## src/rtl/modulator_signal_mux_if.sv

```systemverilog
// Bundle of the selection-request, sample-input and selected-output signals.
interface modulator_signal_mux_if #(
  parameter int unsigned W      = 12,
  parameter int unsigned N_WAVE = 4,
  parameter int unsigned N_MOD  = 3
);
  localparam int unsigned WS = (N_WAVE > 1) ? $clog2(N_WAVE) : 1;
  localparam int unsigned MS = (N_MOD > 1) ? $clog2(N_MOD) : 1;
  localparam int unsigned DW = N_MOD * N_WAVE * W;

  logic          sample_en;
  logic          cycle_start;
  logic [DW-1:0] data_in;
  logic          sel_load;
  logic [WS-1:0] sig_sel;
  logic [MS-1:0] mod_sel;

  logic [W-1:0]  selected_signal;
  logic [W-1:0]  selected_modulation;
  logic          out_valid;
  logic          busy;
  logic          switched;
  logic          forced;
  logic          sel_err;
  logic [WS-1:0] active_sig;
  logic [MS-1:0] active_mod;

  modport master (
    output sample_en, cycle_start, data_in, sel_load, sig_sel, mod_sel,
    input  selected_signal, selected_modulation, out_valid, busy, switched,
           forced, sel_err, active_sig, active_mod
  );

  modport slave (
    input  sample_en, cycle_start, data_in, sel_load, sig_sel, mod_sel,
    output selected_signal, selected_modulation, out_valid, busy, switched,
           forced, sel_err, active_sig, active_mod
  );
endinterface

```

## src/rtl/modulator_signal_mux.sv

```systemverilog
// Registered waveform/modulation selector; selection changes are deferred
// to a carrier-period boundary, with a sample-count timeout as a fallback.
module modulator_signal_mux #(
  parameter int unsigned W              = 12,
  parameter int unsigned N_WAVE         = 4,
  parameter int unsigned N_MOD          = 3,
  parameter int unsigned SWITCH_TIMEOUT = 4096
) (
  input  logic                   clk,
  input  logic                   reset,
  modulator_signal_mux_if.slave  bus
);
  localparam int unsigned WS = (N_WAVE > 1) ? $clog2(N_WAVE) : 1;
  localparam int unsigned MS = (N_MOD > 1) ? $clog2(N_MOD) : 1;
  localparam int unsigned CW = $clog2(SWITCH_TIMEOUT);

  typedef enum logic {IDLE, PENDING} state_e;

  state_e        state_q, state_d;
  logic [WS-1:0] pend_sig_q, pend_sig_d;
  logic [MS-1:0] pend_mod_q, pend_mod_d;
  logic [WS-1:0] act_sig_q, act_sig_d;
  logic [MS-1:0] act_mod_q, act_mod_d;
  logic [CW-1:0] cnt_q, cnt_d;
  logic [W-1:0]  sel_sig_q, sel_sig_d;
  logic [W-1:0]  sel_mod_q, sel_mod_d;
  logic          out_valid_q, out_valid_d;
  logic          busy_q, busy_d;
  logic          switched_q, switched_d;
  logic          forced_q, forced_d;
  logic          sel_err_q, sel_err_d;

  logic          req_ok;
  logic          switch_ev;
  logic [WS-1:0] eff_sig;
  logic [MS-1:0] eff_mod;

  // Unflatten the sample bus into [mode][wave] slots.
  logic [W-1:0] slots [N_MOD][N_WAVE];
  for (genvar m = 0; m < N_MOD; m++) begin : g_mod
    for (genvar w = 0; w < N_WAVE; w++) begin : g_wave
      assign slots[m][w] = bus.data_in[(m*N_WAVE+w)*W +: W];
    end
  end

  // Request validation, switch detection and next-state computation.
  always_comb begin
    state_d     = state_q;
    pend_sig_d  = pend_sig_q;
    pend_mod_d  = pend_mod_q;
    act_sig_d   = act_sig_q;
    act_mod_d   = act_mod_q;
    cnt_d       = cnt_q;
    sel_sig_d   = sel_sig_q;
    sel_mod_d   = sel_mod_q;
    out_valid_d = bus.sample_en;
    switched_d  = 1'b0;
    forced_d    = 1'b0;

    req_ok    = (32'(bus.sig_sel) < N_WAVE) && (32'(bus.mod_sel) < N_MOD);
    sel_err_d = bus.sel_load && !req_ok;
    switch_ev = (state_q == PENDING) && bus.sample_en &&
                (bus.cycle_start || (cnt_q == CW'(SWITCH_TIMEOUT - 1)));

    // The boundary sample already uses the new selection.
    eff_sig = switch_ev ? pend_sig_q : act_sig_q;
    eff_mod = switch_ev ? pend_mod_q : act_mod_q;

    if (switch_ev) begin
      act_sig_d  = pend_sig_q;
      act_mod_d  = pend_mod_q;
      switched_d = 1'b1;
      forced_d   = !bus.cycle_start;
      state_d    = IDLE;
    end else if ((state_q == PENDING) && bus.sample_en) begin
      cnt_d = cnt_q + CW'(1);
    end

    // A valid load always becomes the new pending request (last one wins).
    if (bus.sel_load && req_ok) begin
      pend_sig_d = bus.sig_sel;
      pend_mod_d = bus.mod_sel;
      cnt_d      = '0;
      state_d    = PENDING;
    end

    if (bus.sample_en) begin
      sel_sig_d = slots[0][eff_sig];
      sel_mod_d = slots[eff_mod][eff_sig];
    end

    busy_d = (state_d == PENDING);
  end

  // State and output registers with synchronous reset.
  always_ff @(posedge clk) begin
    if (reset) begin
      state_q     <= IDLE;
      pend_sig_q  <= '0;
      pend_mod_q  <= '0;
      act_sig_q   <= '0;
      act_mod_q   <= '0;
      cnt_q       <= '0;
      sel_sig_q   <= '0;
      sel_mod_q   <= '0;
      out_valid_q <= 1'b0;
      busy_q      <= 1'b0;
      switched_q  <= 1'b0;
      forced_q    <= 1'b0;
      sel_err_q   <= 1'b0;
    end else begin
      state_q     <= state_d;
      pend_sig_q  <= pend_sig_d;
      pend_mod_q  <= pend_mod_d;
      act_sig_q   <= act_sig_d;
      act_mod_q   <= act_mod_d;
      cnt_q       <= cnt_d;
      sel_sig_q   <= sel_sig_d;
      sel_mod_q   <= sel_mod_d;
      out_valid_q <= out_valid_d;
      busy_q      <= busy_d;
      switched_q  <= switched_d;
      forced_q    <= forced_d;
      sel_err_q   <= sel_err_d;
    end
  end

  assign bus.selected_signal     = sel_sig_q;
  assign bus.selected_modulation = sel_mod_q;
  assign bus.out_valid           = out_valid_q;
  assign bus.busy                = busy_q;
  assign bus.switched            = switched_q;
  assign bus.forced              = forced_q;
  assign bus.sel_err             = sel_err_q;
  assign bus.active_sig          = act_sig_q;
  assign bus.active_mod          = act_mod_q;
endmodule

```

## src/flat_wrapper.sv

```systemverilog
// flat-port wrapper written by rule: the top's interface ports become plain ports
module modulator_signal_mux_flat 
#(
  parameter int unsigned W              = 12,
  parameter int unsigned N_WAVE         = 4,
  parameter int unsigned N_MOD          = 3,
  parameter int unsigned SWITCH_TIMEOUT = 4096
)
  (clk, reset, bus_sample_en, bus_cycle_start, bus_data_in, bus_sel_load, bus_sig_sel, bus_mod_sel, bus_selected_signal, bus_selected_modulation, bus_out_valid, bus_busy, bus_switched, bus_forced, bus_sel_err, bus_active_sig, bus_active_mod);
  modulator_signal_mux_if #(.W(W), .N_WAVE(N_WAVE), .N_MOD(N_MOD)) bus_i ();
  input  logic clk;
  input  logic reset;
  input wire logic [$bits(bus_i.sample_en)-1:0] bus_sample_en;
  input wire logic [$bits(bus_i.cycle_start)-1:0] bus_cycle_start;
  input wire logic [$bits(bus_i.data_in)-1:0] bus_data_in;
  input wire logic [$bits(bus_i.sel_load)-1:0] bus_sel_load;
  input wire logic [$bits(bus_i.sig_sel)-1:0] bus_sig_sel;
  input wire logic [$bits(bus_i.mod_sel)-1:0] bus_mod_sel;
  output wire logic [$bits(bus_i.selected_signal)-1:0] bus_selected_signal;
  output wire logic [$bits(bus_i.selected_modulation)-1:0] bus_selected_modulation;
  output wire logic [$bits(bus_i.out_valid)-1:0] bus_out_valid;
  output wire logic [$bits(bus_i.busy)-1:0] bus_busy;
  output wire logic [$bits(bus_i.switched)-1:0] bus_switched;
  output wire logic [$bits(bus_i.forced)-1:0] bus_forced;
  output wire logic [$bits(bus_i.sel_err)-1:0] bus_sel_err;
  output wire logic [$bits(bus_i.active_sig)-1:0] bus_active_sig;
  output wire logic [$bits(bus_i.active_mod)-1:0] bus_active_mod;
  assign bus_i.sample_en = bus_sample_en;
  assign bus_i.cycle_start = bus_cycle_start;
  assign bus_i.data_in = bus_data_in;
  assign bus_i.sel_load = bus_sel_load;
  assign bus_i.sig_sel = bus_sig_sel;
  assign bus_i.mod_sel = bus_mod_sel;
  assign bus_selected_signal = bus_i.selected_signal;
  assign bus_selected_modulation = bus_i.selected_modulation;
  assign bus_out_valid = bus_i.out_valid;
  assign bus_busy = bus_i.busy;
  assign bus_switched = bus_i.switched;
  assign bus_forced = bus_i.forced;
  assign bus_sel_err = bus_i.sel_err;
  assign bus_active_sig = bus_i.active_sig;
  assign bus_active_mod = bus_i.active_mod;
  modulator_signal_mux #(.W(W), .N_WAVE(N_WAVE), .N_MOD(N_MOD), .SWITCH_TIMEOUT(SWITCH_TIMEOUT)) u_core (.clk(clk), .reset(reset), .bus(bus_i));
endmodule
```

## config.mk

```make
export PLATFORM = sky130hd
export DESIGN_NAME = modulator_signal_mux_flat
export DESIGN_NICKNAME = d
export VERILOG_FILES = /design/src/rtl/modulator_signal_mux_if.sv /design/src/rtl/modulator_signal_mux.sv /design/src/flat_wrapper.sv
export SDC_FILE = /design/constraint.sdc
export NUM_CORES = 1
export LEC_CHECK = 0
export ABC_AREA = 0
export CAP_MARGIN = 10
export CORE_UTILIZATION = 38
export DETAILED_ROUTE_END_ITERATION = 10
export PLACE_DENSITY = 0.89
export SKIP_LAST_GASP = 1
export SYNTH_ARGS = -nofsm -noshare
export SYNTH_HDL_FRONTEND = slang
export SYNTH_SLANG_ARGS = --single-unit
```

## constraint.sdc

```tcl
create_clock -name clk -period 2.5 [get_ports clk]
set_input_delay 0.75 -clock clk [delete_from_list [all_inputs] [get_ports clk]]
set_output_delay 0.75 -clock clk [all_outputs]
set_load 0.005 [all_outputs]
```

==> results list <==
* # diodes: 0
* Syn nets: 615
- FFs w/ async S/R, synth: 0%
* Antenna-violating nets left: 0
* Core area: 9730 sq um
- Synthesis produced 461 cells.
- The flow ran to the end, and the final reports show no timing, DRC or antenna violations.
- The area growth from synthesis to layout is 74.0%.
* Post-synth top area share: 25.7%
- Weighted congestion at the end of routability-driven global placement: 0.957
- Maximum resistive drop on vdd: 264 uV
* Number of global-route vias before repair: 4,576
* Leakage power of the design: 0.00248 uW
- Number of distinct library cells after synthesis: 69
* Sequential-to-total area share from yosys stat: 25.7%
- Final setup fails: 0
- Of the cells placed in the final design, the portion with a size suffix greater than 1 is 24.8%.
- The first global-routing pass estimated 23,100 um of wire.
* Unrepaired setup endpoints after global routing: true
- Cell area after technology mapping: 3810 sq um
- The die covers 10,400 sq um.
* Total global routing track utilization: 28.7%
- Data on the critical path is required at its endpoint by 2690 ps.
- Count of flip-flops with a built-in enable after synthesis: 0
- FF+latch area: 987 sq um
- In this run the worst path has a maximum fanout of 5.
* Dominant synthesized flop cell: dfxtp_1
* Most frequent cells after synthesis: dfxtp_1 (49), nor2_1 (38), nand2_1 (33)
- Total number of nets in the final design: 860
* WL per Instance: 18.7 um
* Critical path startpoint category: register
* Largest net degree at the start of global routing: 25
* Clock tree root driver cell: clkbuf_8
* Worst slew margin relative to its limit: 70.5%
- The multi-input combinational cells in the finished layout cover a total of 2730 sq um.
- The worst register-to-register path has a setup slack of 30 ps.
- Die Y: 102 um
- The initial antenna violation count was 0.
- PnR Total Power: 2760 uW
- For this run, design rule violations remaining after detail routing come to 0.
- Once the floorplan was initialized, standard cells occupied 39.2% of the core.
- Clock tree from TritonCTS: yes
- For this design the ratio of total power to cell area is 415 nW/um^2.
* Most frequently used cell type in the post-synthesis netlist: dfxtp_1
* Type of the most critical hold path: reg -> reg
* Std cell rows: 36
* Num CTS Buffers: 5
* Global route total overflow: 0
- The tool flagged a number of max-cap violations equal to 0.
- For this run, the detailed router's first-pass iteration total came to 5.
- Synth warnings: 0
- Detailed placement finished with a half-perimeter wire length of 12,700 um.
- In this run, synthesis produced a sequential element count of 49.
- Number of fillers in the final layout: 819
* Total via count in the routed design: 4,808
* Final-report max-slew violation count: 0
- Final worst-path cycle share: 98.9%
- Between clock sinks in the finished design, the worst skew comes to 14.7 ps.
- The worst setup path is of the reg -> reg kind.
- Measured along the x axis, the die boundary spans 102 um.
- After clock tree synthesis, the clock-pin slew on the worst setup and hold paths is 100 ps.
- IO Count: 186
- Number of port buffers: 185
- Worst skew pair latency: 310 ps
- Data arrival time of the worst path: 2660 ps
- H-tree lvl count: 2
* Final Critical Period: 2470 ps
* Maximum buffer depth of the clock tree: 2
- The worst setup path is captured at a register.
* Routed WL: 15,700 um
- dfxtp_1 takes more of the synthesized area than any other cell.
- Clk sink count: 49
- Dividing the synthesized area by the synthesized cell count gives 8.27 sq um.
* Max Clock Freq: 0.404 GHz
- Final hold vios: 0
- Vias per cell: 5.72
* Drt initial violations: 352
* Aggregate negative setup slack: 0 ps
- By area the synthesized netlist is led by dfxtp_1 (26%), mux2i_1 (8.1%), mux2_2 (4.1%).
* Final core utilization: 68.2%
* Worst Max-Slew Pin Slew: 438 ps
metal layers:
metal	track usage, %	routed length (um)
met4	5.05	204
met1	39.5	6710
met5	0	0
met3	3.21	1300
met2	48.6	7500
worst max-delay path, cell delays in order, from the launching register on:
cell      delay [ps]
dfxtp_2          370
ha_4             170
nand4_4          130
buf_4            170
or4_1            530
nand3_2          180
buf_12           130
mux2_2           330
o221ai_1         210
o32ai_1          130
layout by cell type, fill, tap and decap left out, types with 13 or more instances in the layout:
cell type,n
o211ai_1,13
nor2_1,37
nand2_1,31
mux2i_1,30
dfxtp_1,44
mux2_2,14
nand3_1,14
a21oi_1,23
buf_4,85
clkdlybuf4s50_1,183
final timing paths:
path | from | to | depth (start not counted)
worst max-delay path | u_core.cnt_q[0] | u_core.bus.selected_modulation[7] | 9
worst min-delay path | u_core.bus.selected_signal[8] | u_core.bus.selected_signal[8] | 2
worst max register to register | u_core.cnt_q[0] | u_core.bus.selected_modulation[7] | 9
worst min register to register | u_core.bus.selected_signal[8] | u_core.bus.selected_signal[8] | 2
cells by family after synthesis:
kind of cell	after synthesis	share of synthesized area, %
XOR/XNOR	10	2.30
AO/OA/AOI/OAI	138	28.2
multiplexers	45	12.3
flip-flops	49	25.7
buffers and inverters	52	6.20
AND/OR/NAND/NOR	166	25.0
adder cells (fa/ha/maj)	1	0.328
timing repair:
| action | 4_1_cts | 5_1_grt |
|---|---|---|
| pin swaps | 0 | 5 |
| cloned | 0 | 1 |
| hold endpoints to repair | 0 | 0 |
| hold buffers | 0 | 0 |
| setup buffers | 0 | 4 |
| gates resized for setup | 14 | 30 |
| setup endpoints to repair | 30 | 18 |
where the power goes:
group / internal (uW) / switching [uW]
registers: 845 / 43.7
logic: 770 / 586
clock network: 225 / 287
metrics by stage:
step	setup slack [ps]	instances	cell area, sq um	hold slack, ps
3_5_place_dp	-673	827	6370	460
2_1_floorplan	-16.0	461	3840	457
6_report	27.7	840	6640	472
3_3_place_gp	-684	827	6370	455
5_1_grt	-9.13	840	6640	496
4_1_cts	-18.7	835	6510	472
cell type report:
| class | count | share of cell area [%] |
|---|---|---|
| Clock inverter | 2 | 0.207 |
| Multi-Input combinational cell | 360 | 41.1 |
| Inverter | 13 | 0.735 |
| Sequential cell | 49 | 14.9 |
| Tap cell | 133 | 2.51 |
| Timing Repair Buffer | 277 | 39.3 |
| Clock buffer | 6 | 1.24 |
state kept, by name (all words and copies together), names as in the netlist, 2 cells and up:
name	count
u_core.bus.selected_signal	12
u_core.pend_mod_q	2
u_core.pend_sig_q	2
u_core.bus.active_mod	2
u_core.bus.active_sig	2
u_core.cnt_q	12
u_core.bus.selected_modulation	12
(Power assumes the default switching activity.)
